==> src/rtl/temp_sample_scheduler_pkg.sv <==
// Shared types and constants for the temperature sample scheduler.
// Register map, CTRL bit positions, FSM state type and the tick divider helper.
package temp_sched_pkg;

    typedef enum logic [1:0] {S_IDLE, S_ARM, S_REQ, S_WAIT} sched_state_t;

    localparam logic [1:0] ADDR_CTRL   = 2'd0;
    localparam logic [1:0] ADDR_PERIOD = 2'd1;
    localparam logic [1:0] ADDR_THRESH = 2'd2;

    localparam int unsigned CTRL_PERIODIC_EN = 0;
    localparam int unsigned CTRL_ONESHOT     = 1;
    localparam int unsigned CTRL_CLR_ERR     = 2;

    // Never returns 0 so the prescaler always has a legal divide ratio.
    function automatic int unsigned tick_div(input int unsigned clk_hz, input int unsigned tick_hz);
        if (tick_hz == 0 || clk_hz < tick_hz) return 1;
        return clk_hz / tick_hz;
    endfunction

endpackage

==> src/rtl/temp_sample_scheduler_if.sv <==
// CPU register bus and sensor control bus of the temperature sample scheduler.
// The scheduler uses the master modport; the CPU/sensor side uses the slave modport.
interface temp_sample_scheduler_if;
    logic        cfg_we;
    logic [1:0]  cfg_addr;
    logic [31:0] cfg_wdata;
    logic        sens_we;
    logic [31:0] sens_wdata;
    logic [31:0] sens_rdata;
    logic        sens_done;

    modport master (
        input  cfg_we, cfg_addr, cfg_wdata, sens_rdata, sens_done,
        output sens_we, sens_wdata
    );

    modport slave (
        output cfg_we, cfg_addr, cfg_wdata, sens_rdata, sens_done,
        input  sens_we, sens_wdata
    );
endinterface

==> src/rtl/temp_sample_scheduler_tick_prescaler.sv <==
// Free-running prescaler producing a one-cycle tick every DIV clock cycles.
module tick_prescaler #(
    parameter int unsigned DIV = 100_000
) (
    input  logic clk,
    input  logic reset,
    output logic tick
);
    localparam int unsigned W = (DIV > 1) ? $clog2(DIV) : 1;
    localparam logic [W-1:0] LAST = W'(DIV - 1);

    logic [W-1:0] cnt_q;

    always_ff @(posedge clk or posedge reset) begin
        if (reset)              cnt_q <= '0;
        else if (cnt_q == LAST) cnt_q <= '0;
        else                    cnt_q <= cnt_q + W'(1);
    end

    assign tick = (cnt_q == LAST);
endmodule

==> src/rtl/temp_sample_scheduler.sv <==
// Periodic / one-shot temperature sensor sequencer with timeout, sample latch and hysteresis alarm.
// Define TEMP_SCHED_AVG_EN to report a 4-sample moving average instead of the raw sample.
module temp_sample_scheduler
    import temp_sched_pkg::*;
#(
    parameter int unsigned CLK_HZ      = 100_000_000,
    parameter int unsigned TICK_HZ     = 1000,
    parameter int unsigned TIMEOUT_CYC = 2_000_000,
    parameter logic [15:0] PERIOD_RST  = 16'd1000
) (
    input  logic                            clk,
    input  logic                            reset,
    temp_sample_scheduler_if.master         bus,
    output logic [15:0]                     temp_out,
    output logic                            temp_valid,
    output logic [15:0]                     sample_cnt,
    output logic                            alarm,
    output logic                            timeout_err,
    output logic                            busy
);
    localparam int unsigned TW = (TIMEOUT_CYC > 1) ? $clog2(TIMEOUT_CYC) : 1;
    localparam logic [TW-1:0] TMO_LAST = TW'(TIMEOUT_CYC - 1);

    sched_state_t state_q, state_d;
    logic         tick;
    logic         periodic_en_q;
    logic [15:0]  period_q, period_act_q, period_act_d, period_last;
    logic [15:0]  thr_hi_q, thr_lo_q;
    logic [15:0]  tick_cnt_q, tick_cnt_d;
    logic [TW-1:0] tmo_cnt_q, tmo_cnt_d;
    logic [15:0]  temp_q, sample_cnt_q, report;
    logic         temp_valid_q, alarm_q, timeout_err_q;
    logic         ctrl_wr, oneshot, sample_take, tmo_hit;
    logic         unused_rdata;

    tick_prescaler #(
        .DIV (tick_div(CLK_HZ, TICK_HZ))
    ) u_tick (
        .clk   (clk),
        .reset (reset),
        .tick  (tick)
    );

    assign ctrl_wr      = bus.cfg_we && (bus.cfg_addr == ADDR_CTRL);
    assign oneshot      = ctrl_wr && bus.cfg_wdata[CTRL_ONESHOT];
    assign unused_rdata = ^bus.sens_rdata[31:16];

    always_ff @(posedge clk or posedge reset) begin
        if (reset) begin
            periodic_en_q <= 1'b0;
            period_q      <= PERIOD_RST;
            thr_hi_q      <= 16'hFFFF;
            thr_lo_q      <= 16'h0000;
        end else if (bus.cfg_we) begin
            case (bus.cfg_addr)
                ADDR_CTRL:   periodic_en_q <= bus.cfg_wdata[CTRL_PERIODIC_EN];
                ADDR_PERIOD: period_q      <= bus.cfg_wdata[15:0];
                ADDR_THRESH: begin
                    thr_hi_q <= bus.cfg_wdata[15:0];
                    thr_lo_q <= bus.cfg_wdata[31:16];
                end
                default: ;
            endcase
        end
    end

    // A period of 0 counts as 1 tick.
    assign period_last = (period_act_q == 16'd0) ? 16'd0 : period_act_q - 16'd1;

    always_comb begin
        state_d      = state_q;
        tick_cnt_d   = tick_cnt_q;
        period_act_d = period_act_q;
        tmo_cnt_d    = tmo_cnt_q;
        sample_take  = 1'b0;
        tmo_hit      = 1'b0;
        unique case (state_q)
            S_IDLE: begin
                if (oneshot)            state_d = S_REQ;
                else if (periodic_en_q) state_d = S_ARM;
            end
            S_ARM: begin
                if (oneshot)             state_d = S_REQ;
                else if (!periodic_en_q) state_d = S_IDLE;
                else if (tick) begin
                    if (tick_cnt_q == period_last) state_d = S_REQ;
                    else                           tick_cnt_d = tick_cnt_q + 16'd1;
                end
            end
            S_REQ: begin
                tmo_cnt_d = '0;
                state_d   = S_WAIT;
            end
            S_WAIT: begin
                // done takes priority over a timeout in the same cycle
                if (bus.sens_done) begin
                    sample_take = 1'b1;
                    state_d     = periodic_en_q ? S_ARM : S_IDLE;
                end else if (tmo_cnt_q == TMO_LAST) begin
                    tmo_hit = 1'b1;
                    state_d = periodic_en_q ? S_ARM : S_IDLE;
                end else begin
                    tmo_cnt_d = tmo_cnt_q + TW'(1);
                end
            end
            default: state_d = S_IDLE;
        endcase
        if (state_d == S_ARM && state_q != S_ARM) begin
            tick_cnt_d   = 16'd0;
            period_act_d = period_q;
        end
    end

`ifdef TEMP_SCHED_AVG_EN
    logic [15:0] avg_q [4];
    logic [15:0] avg_d [4];
    logic [17:0] avg_sum;
    logic        fresh_q;

    // First sample after idling fills every slot so the average starts at that sample.
    always_comb begin
        avg_d[0] = bus.sens_rdata[15:0];
        for (int i = 1; i < 4; i++) avg_d[i] = fresh_q ? bus.sens_rdata[15:0] : avg_q[i-1];
        avg_sum = {2'b00, avg_d[0]} + {2'b00, avg_d[1]} + {2'b00, avg_d[2]} + {2'b00, avg_d[3]};
        report  = avg_sum[17:2];
    end

    always_ff @(posedge clk or posedge reset) begin
        if (reset) begin
            for (int i = 0; i < 4; i++) avg_q[i] <= 16'h0000;
            fresh_q <= 1'b1;
        end else if (sample_take) begin
            for (int i = 0; i < 4; i++) avg_q[i] <= avg_d[i];
            fresh_q <= 1'b0;
        end else if (state_q == S_IDLE) begin
            fresh_q <= 1'b1;
        end
    end
`else
    assign report = bus.sens_rdata[15:0];
`endif

    always_ff @(posedge clk or posedge reset) begin
        if (reset) begin
            state_q       <= S_IDLE;
            tick_cnt_q    <= 16'd0;
            period_act_q  <= 16'd0;
            tmo_cnt_q     <= '0;
            temp_q        <= 16'h0000;
            temp_valid_q  <= 1'b0;
            sample_cnt_q  <= 16'd0;
            alarm_q       <= 1'b0;
            timeout_err_q <= 1'b0;
        end else begin
            state_q      <= state_d;
            tick_cnt_q   <= tick_cnt_d;
            period_act_q <= period_act_d;
            tmo_cnt_q    <= tmo_cnt_d;
            temp_valid_q <= sample_take;
            if (sample_take) begin
                temp_q       <= report;
                sample_cnt_q <= sample_cnt_q + 16'd1;
                if ($signed(report) >= $signed(thr_hi_q))     alarm_q <= 1'b1;
                else if ($signed(report) < $signed(thr_lo_q)) alarm_q <= 1'b0;
            end
            if (tmo_hit)                                          timeout_err_q <= 1'b1;
            else if (ctrl_wr && bus.cfg_wdata[CTRL_CLR_ERR])      timeout_err_q <= 1'b0;
        end
    end

    assign bus.sens_we    = (state_q == S_REQ);
    assign bus.sens_wdata = 32'h0000_0001;
    assign busy           = (state_q == S_REQ) || (state_q == S_WAIT);
    assign temp_out       = temp_q;
    assign temp_valid     = temp_valid_q;
    assign sample_cnt     = sample_cnt_q;
    assign alarm          = alarm_q;
    assign timeout_err    = timeout_err_q;
endmodule

==> src/flat_wrapper.sv <==
// flat-port wrapper written by rule: the top's interface ports become plain ports
module temp_sample_scheduler_flat import temp_sched_pkg::*;
#(
    parameter int unsigned CLK_HZ      = 100_000_000,
    parameter int unsigned TICK_HZ     = 1000,
    parameter int unsigned TIMEOUT_CYC = 2_000_000,
    parameter logic [15:0] PERIOD_RST  = 16'd1000
)
  (clk, reset, temp_out, temp_valid, sample_cnt, alarm, timeout_err, busy, bus_cfg_we, bus_cfg_addr, bus_cfg_wdata, bus_sens_rdata, bus_sens_done, bus_sens_we, bus_sens_wdata);
  temp_sample_scheduler_if bus_i ();
  input  logic clk;
  input  logic reset;
  output logic [15:0] temp_out;
  output logic temp_valid;
  output logic [15:0] sample_cnt;
  output logic alarm;
  output logic timeout_err;
  output logic busy;
  input wire logic [$bits(bus_i.cfg_we)-1:0] bus_cfg_we;
  input wire logic [$bits(bus_i.cfg_addr)-1:0] bus_cfg_addr;
  input wire logic [$bits(bus_i.cfg_wdata)-1:0] bus_cfg_wdata;
  input wire logic [$bits(bus_i.sens_rdata)-1:0] bus_sens_rdata;
  input wire logic [$bits(bus_i.sens_done)-1:0] bus_sens_done;
  output wire logic [$bits(bus_i.sens_we)-1:0] bus_sens_we;
  output wire logic [$bits(bus_i.sens_wdata)-1:0] bus_sens_wdata;
  assign bus_i.cfg_we = bus_cfg_we;
  assign bus_i.cfg_addr = bus_cfg_addr;
  assign bus_i.cfg_wdata = bus_cfg_wdata;
  assign bus_i.sens_rdata = bus_sens_rdata;
  assign bus_i.sens_done = bus_sens_done;
  assign bus_sens_we = bus_i.sens_we;
  assign bus_sens_wdata = bus_i.sens_wdata;
  temp_sample_scheduler #(.CLK_HZ(CLK_HZ), .TICK_HZ(TICK_HZ), .TIMEOUT_CYC(TIMEOUT_CYC), .PERIOD_RST(PERIOD_RST)) u_core (.clk(clk), .reset(reset), .bus(bus_i), .temp_out(temp_out), .temp_valid(temp_valid), .sample_cnt(sample_cnt), .alarm(alarm), .timeout_err(timeout_err), .busy(busy));
endmodule
==> config.mk <==
export PLATFORM = sky130hd
export DESIGN_NAME = temp_sample_scheduler_flat
export DESIGN_NICKNAME = d
export VERILOG_FILES = /design/src/rtl/temp_sample_scheduler_pkg.sv /design/src/rtl/temp_sample_scheduler_if.sv /design/src/rtl/temp_sample_scheduler_tick_prescaler.sv /design/src/rtl/temp_sample_scheduler.sv /design/src/flat_wrapper.sv
export SDC_FILE = /design/constraint.sdc
export NUM_CORES = 1
export LEC_CHECK = 0
export ABC_AREA = 1
export CAP_MARGIN = 40
export CORE_UTILIZATION = 55
export DETAILED_ROUTE_END_ITERATION = 7
export PLACE_DENSITY = 0.81
export SETUP_SLACK_MARGIN = 0.15
export SYNTH_ARGS = -nofsm -noshare
export SYNTH_HDL_FRONTEND = slang
export SYNTH_SLANG_ARGS = --single-unit
==> constraint.sdc <==
create_clock -name clk -period 10.15 [get_ports clk]
set_clock_uncertainty 0.05 [all_clocks]
set_input_delay 2.03 -clock clk [delete_from_list [all_inputs] [get_ports clk]]
set_output_delay 2.03 -clock clk [all_outputs]
set_load 0.005 [all_outputs]
== After elaboration in Yosys (flattened, before gate mapping) ==
Cells that the tools add are included.

* Memories: 0
* ROM bits: 0
* Register bits after elaboration: 156
* RAM bits: 0
* Logic and storage cells: 85
* Input bits: 70
* Latch bits: 0

* Reductions and logical operators: 20
* Bitwise gates (word level): 0
* Add/subtract/negate cells: 5
* Muxes and demuxes: 30
* Multipliers: 0
* Div/mod/pow operators: 0
* Eq/ne operators: 14
* Shift-type cells: 0
* Order comparisons: 2

{| class="wikitable"
|+ Operator list
! operator !! count
|-
| two-way mux 16 bit || 7
|-
| two-way mux 21 bit || 2
|-
| case mux 21 bit (2 select lines) || 1
|-
| adder 16 x 1 -> 16 bit (second input constant) || 2
|-
| adder 21 x 1 -> 21 bit (second input constant) || 1
|-
| == test 21 bit (second input constant) || 1
|-
| adder 17 x 1 -> 17 bit (second input constant) || 1
|-
| == test 17 bit (second input constant) || 1
|-
| two-way mux 17 bit || 1
|-
| == test 16 bit || 1
|-
| greater-or-equal comparator 16 bit || 1
|-
| logical NOT 16 bit || 1
|-
| less-than comparator 16 bit || 1
|-
| two-way mux 2 bit || 8
|-
| subtractor 16 x 1 -> 16 bit (second input constant) || 1
|-
| nonzero test 2 bit || 6
|-
| two-way mux 1 bit || 10
|-
| != test 2 bit (second input constant) || 4
|-
| case mux 2 bit (4 select lines) || 1
|-
| AND reduction 2 bit || 4
|-
| == test 2 x 1 -> 1 bit (second input constant) || 3
|-
| == test 2 bit (second input constant) || 3
|-
| AND reduction 5 bit || 1
|-
| logical AND 1 bit || 4
|-
| other kinds (4) || 5
|}

== Longest topological paths before layout ==
* Depth in word-level cells: 12
* Gate-level depth with buffers: 22
* Mapped depth without buffers: 21

== Modules after synthesis ==
A second synthesis with hierarchy kept.

* Cells, all modules: 1138
* Area total of the unflattened synthesis: 8717.1 um^2

{| class="wikitable"
|+ Modules (own cells, without submodules)
! module !! cells each !! area each (um^2) !! times used
|-
| temp_sample_scheduler || 994 || 7739.9 || 1
|-
| tick_prescaler || 144 || 977.2 || 1
|}

== Worst setup path after synthesis ==
No wires, ideal clock.

* Path kind: input to register
* From: input bus_sens_done
* To: register u_core.sample_cnt_q[15] (netlist: u_core.sample_cnt[15])
* Library setup time: 0.123 ns
* Data arrival time: 3.421 ns
* Slack: 6.557 ns
* Cell stages on the path: 10
* Data required time: 9.977 ns
* Path through: inv_1 nor2_1 inv_1 nor3b_1 nand4_1 nor2_1 nand3_1 nor2_1 nand4_1 xnor2_1

* Word-level cells in the longest chain between the ends: 2

{| class="wikitable"
|+ RTL lines
! element !! RTL line !! source
|-
| start: declaration || flat_wrapper.sv:23 || <nowiki>input wire logic [$bits(bus_i.sens_done)-1:0] bus_sens_done;</nowiki>
|-
| two-way mux 1 bit || temp_sample_scheduler.sv:96 || <nowiki>if (bus.sens_done) begin</nowiki>
|-
| two-way mux 1 bit || temp_sample_scheduler.sv:77 || <nowiki>unique case (state_q)</nowiki>
|-
| end signal: assignment || temp_sample_scheduler.sv:162 || <nowiki>sample_cnt_q <= sample_cnt_q + 16'd1;</nowiki>
|-
| end: declaration || temp_sample_scheduler.sv:31 || <nowiki>logic [15:0] temp_q, sample_cnt_q, report;</nowiki>
|}

No other way between the ends.
A chain may end at the register's enable or synchronous reset.

== Final worst setup path ==
Same ends and word-level chain as after synthesis.

==> flow_summary.json <==
{
  "viasPerCell": 5.15,
  "synthCells": 1161,
  "grt_overflow": 0,
  "synth_xor_area_share_pct": 2.36,
  "outcome": "finished, violations left",
  "drt_iter0_markers": 537,
  "path_clk_slew_ps": 60,
  "synth.area.mux_share_pct": 0.127,
  "powerDensity_nw_per_um2": 218,
  "cap_violations": 0,
  "required_ps": 10400,
  "post_cts_buffers": 0,
  "period_needed_ps": 4390,
  "design.portCount": 139,
  "die_y_um": 129,
  "grt_pass1_vias": 7204,
  "crit_arrival_ps": 4640,
  "holdBufCountCts": 0,
  "tns_ps": 0,
  "post-route-drc-count": 1,
  "synth_common_cells": "nand2_1 (313), inv_1 (162), dfrtp_1 (134), nor2_1 (128), nand3_1 (61)",
  "yosysUniqueCellTypes": 49,
  "slew-limit-headroom_pct": 51.3,
  "dieArea_um2": 16700,
  "path_max_fanout": 23,
  "ys.flop_type": "dfrtp_1",
  "rsz0062_at_grt": "false",
  "ant_nets": 0,
  "synth.avg_cell_area_um2": 7.66,
  "cp-start-kind": "input pin",
  "dp_hpwl_mm": 14.0,
  "gp_congestion": 0.918,
  "yosysTopAreaCell": "dfrtp_1",
  "cts-resized-gates": 0,
  "synth-seq-cells": 156,
  "htree_levels": 4,
  "synth_edf_count": 0,
  "violations": "design-rule violations",
  "total_power_mw": 2.29,
  "track_usage_pct": 25.1,
  "drive_gt1_share_pct": 6.74,
  "irDropWorstVdd_v": 0.000198,
  "synth_top_family_by_area": "simple AND/OR/NAND/NOR gates",
  "cts_tree": "yes",
  "area_delta_synth_final_pct": 18.1,
  "seq_area_frac_synth_pct": 44.2,
  "tightest_slew_ps": 729,
  "dr.pass1.iters": 7,
  "clock-root-buffer": "clkbuf_16",
  "clockBufferDepth": 2,
  "dpl_cell_area_um2": 9900,
  "start_util_pct": 56.2,
  "antenna_found_initial": 0,
  "crit_type": "in -> reg",
  "period_share_pct": 43.2,
  "wl_per_cell_um": 13.0,
  "yosys_warnings": 0,
  "clock_latency_ps": 420,
  "synth.top_cell.area_share_pct": 37.7,
  "rows": 46,
  "numCtsBuffers": 17,
  "finalInstanceArea_um2": 10500,
  "grt_pass1_wl_mm": 33.1,
  "hold_viol": 0,
  "async_flop_share_pct": 100,
  "core_area_um2": 15800,
  "fin_hold_ws_ps": 414,
  "synth.area.top_cells": "dfrtp_1 (38%), nand2_1 (13%), inv_1 (6.8%)",
  "grt_max_degree": 78,
  "dr_total_vias": 7612,
  "synthAdderAreaFrac_pct": 5.06,
  "fill_cells": 1337,
  "io_buffers": 90,
  "setup_viol_count_final": 0,
  "nNetsFinal": 1355,
  "slew_violations": 0,
  "n_antenna_cell": 0,
  "die_x_um": 129,
  "synth_area_um2": 8900,
  "cts_sinks": 156,
  "synth_compound_area_share_pct": 8.39,
  "hold_path.class": "reg -> reg",
  "p_leak_nw": 5.16,
  "max_freq_ghz": 0.228,
  "yosys.area_share.simple_pct": 28.8,
  "cp-end-kind": "register",
  "yosysMostFrequentCell": "nand2_1",
  "drt_wl_total_mm": 19.3
}
-- layout make-up --
class | count | area [µm²] | share of cell area [%]
multi-input combinational | 816 | 4110 | 39.1
sequential | 156 | 3930 | 37.4
timing repair buffer | 95 | 978 | 9.31
inverter | 163 | 617 | 5.87
clock buffer | 19 | 443 | 4.21
tap | 216 | 270 | 2.57
clock inverter | 12 | 164 | 1.56
-- sequential cells by signal (all words and copies together) (netlist names) --
signal	flops
u_core.u_tick.cnt_q	17
u_core.thr_hi_q	16
u_core.temp_valid	1
u_core.sample_cnt	16
u_core.timeout_err	1
u_core.periodic_en_q	1
u_core.tick_cnt_q	16
u_core.period_q	16
u_core.alarm	1
u_core.state_q	2
u_core.tmo_cnt_q	21
u_core.temp_out	16
u_core.period_act_q	16
u_core.thr_lo_q	16
-- metal layers --
layer	part of all wire, %	up-vias	global-route usage, %
met2	49	192	43.5
met3	4.6	28	5.12
met4	1.8	0	7.47
li1	-	3830	-
met5	0	-	0
met1	44	3562	31.8
-- critical path, stage by stage --
cell and delay [ps]:
clkdlybuf4s50_1 450, inv_1 50, nor2_1 100, buf_4 290, inv_1 380, nor3b_1 420
nand4_1 180, nor2_1 190, nand3_1 140, nor2_1 140, nand4_1 110, xnor2_1 130
-- layout by cell type, fill, tap and decap left out, drive strengths merged, types with 2 or more instances in the layout --
| cell type | netlist | routed |
|---|---|---|
| bufinv | 0 | 3 |
| nand3 | 63 | 63 |
| xor2 | 10 | 10 |
| a211oi | 3 | 3 |
| inv | 162 | 165 |
| nand3b | 3 | 3 |
| nand4 | 27 | 27 |
| clkdlybuf4s50 | 0 | 90 |
| nor3 | 22 | 22 |
| buf | 40 | 5 |
| nor4 | 12 | 12 |
| dfrtp | 134 | 134 |
| clkinv | 1 | 4 |
| o211ai | 5 | 5 |
| dfstp | 22 | 22 |
| a31oi | 2 | 2 |
| o21a | 2 | 2 |
| xnor2 | 14 | 14 |
| ha | 36 | 36 |
| conb | 2 | 32 |
| nor2 | 136 | 136 |
| clkbuf | 16 | 19 |
| nor3b | 2 | 2 |
| clkinvlp | 0 | 3 |
| a21boi | 2 | 2 |
| o21ai | 56 | 56 |
| nand2 | 322 | 322 |
| a21oi | 50 | 50 |
| o21bai | 4 | 4 |
-- path summary, 6_finish.rpt --
check                                       start                      to  slack (ps)  cells past startpoint
max                                 bus_sens_done   u_core.sample_cnt[15]        5760                     12
min                        u_core.u_tick.cnt_q[0]  u_core.u_tick.cnt_q[0]         410                      1
max reg2reg                u_core.period_act_q[0]  u_core.period_act_q[4]        6940                     17
min reg2reg                u_core.u_tick.cnt_q[0]  u_core.u_tick.cnt_q[0]         410                      1
max in group asynchronous                   reset     u_core.thr_hi_q[14]        6750                      4
min in group asynchronous                   reset     u_core.temp_out[13]        2050                      2
-- through the flow --
| step | std cells | utilization, % | setup slack (ps) |
|---|---|---|---|
| global placement | 1443 | 62.2 | 5370 |
| detailed placement | 1446 | 62.6 | 5340 |
| floorplan | 1191 | - | 3900 |
| finish | 1477 | 66.4 | 5760 |
| global route | 1477 | 66.4 | 5480 |
| CTS | 1477 | 66.4 | 5760 |
-- kinds of logic (layout without fill, tap and decap cells) --
family,Yosys count,after routing
xor gates and xnor gates,24,24
other,2,32
muxes,1,1
and+or+nand+nor,591,591
DFF,156,156
adders and majority gates,36,36
AOI/OAI and AO/OA,132,132
buffers and inverters,219,289
-- power by group --
group	internal [mW]	switching, mW	total, mW	leakage [nW]
registers	0.741	0.0865	0.827	1.95
logic	0.320	0.487	0.806	2.92
clock network	0.395	0.261	0.657	0.288
Power figures use the tool's default switching activity.
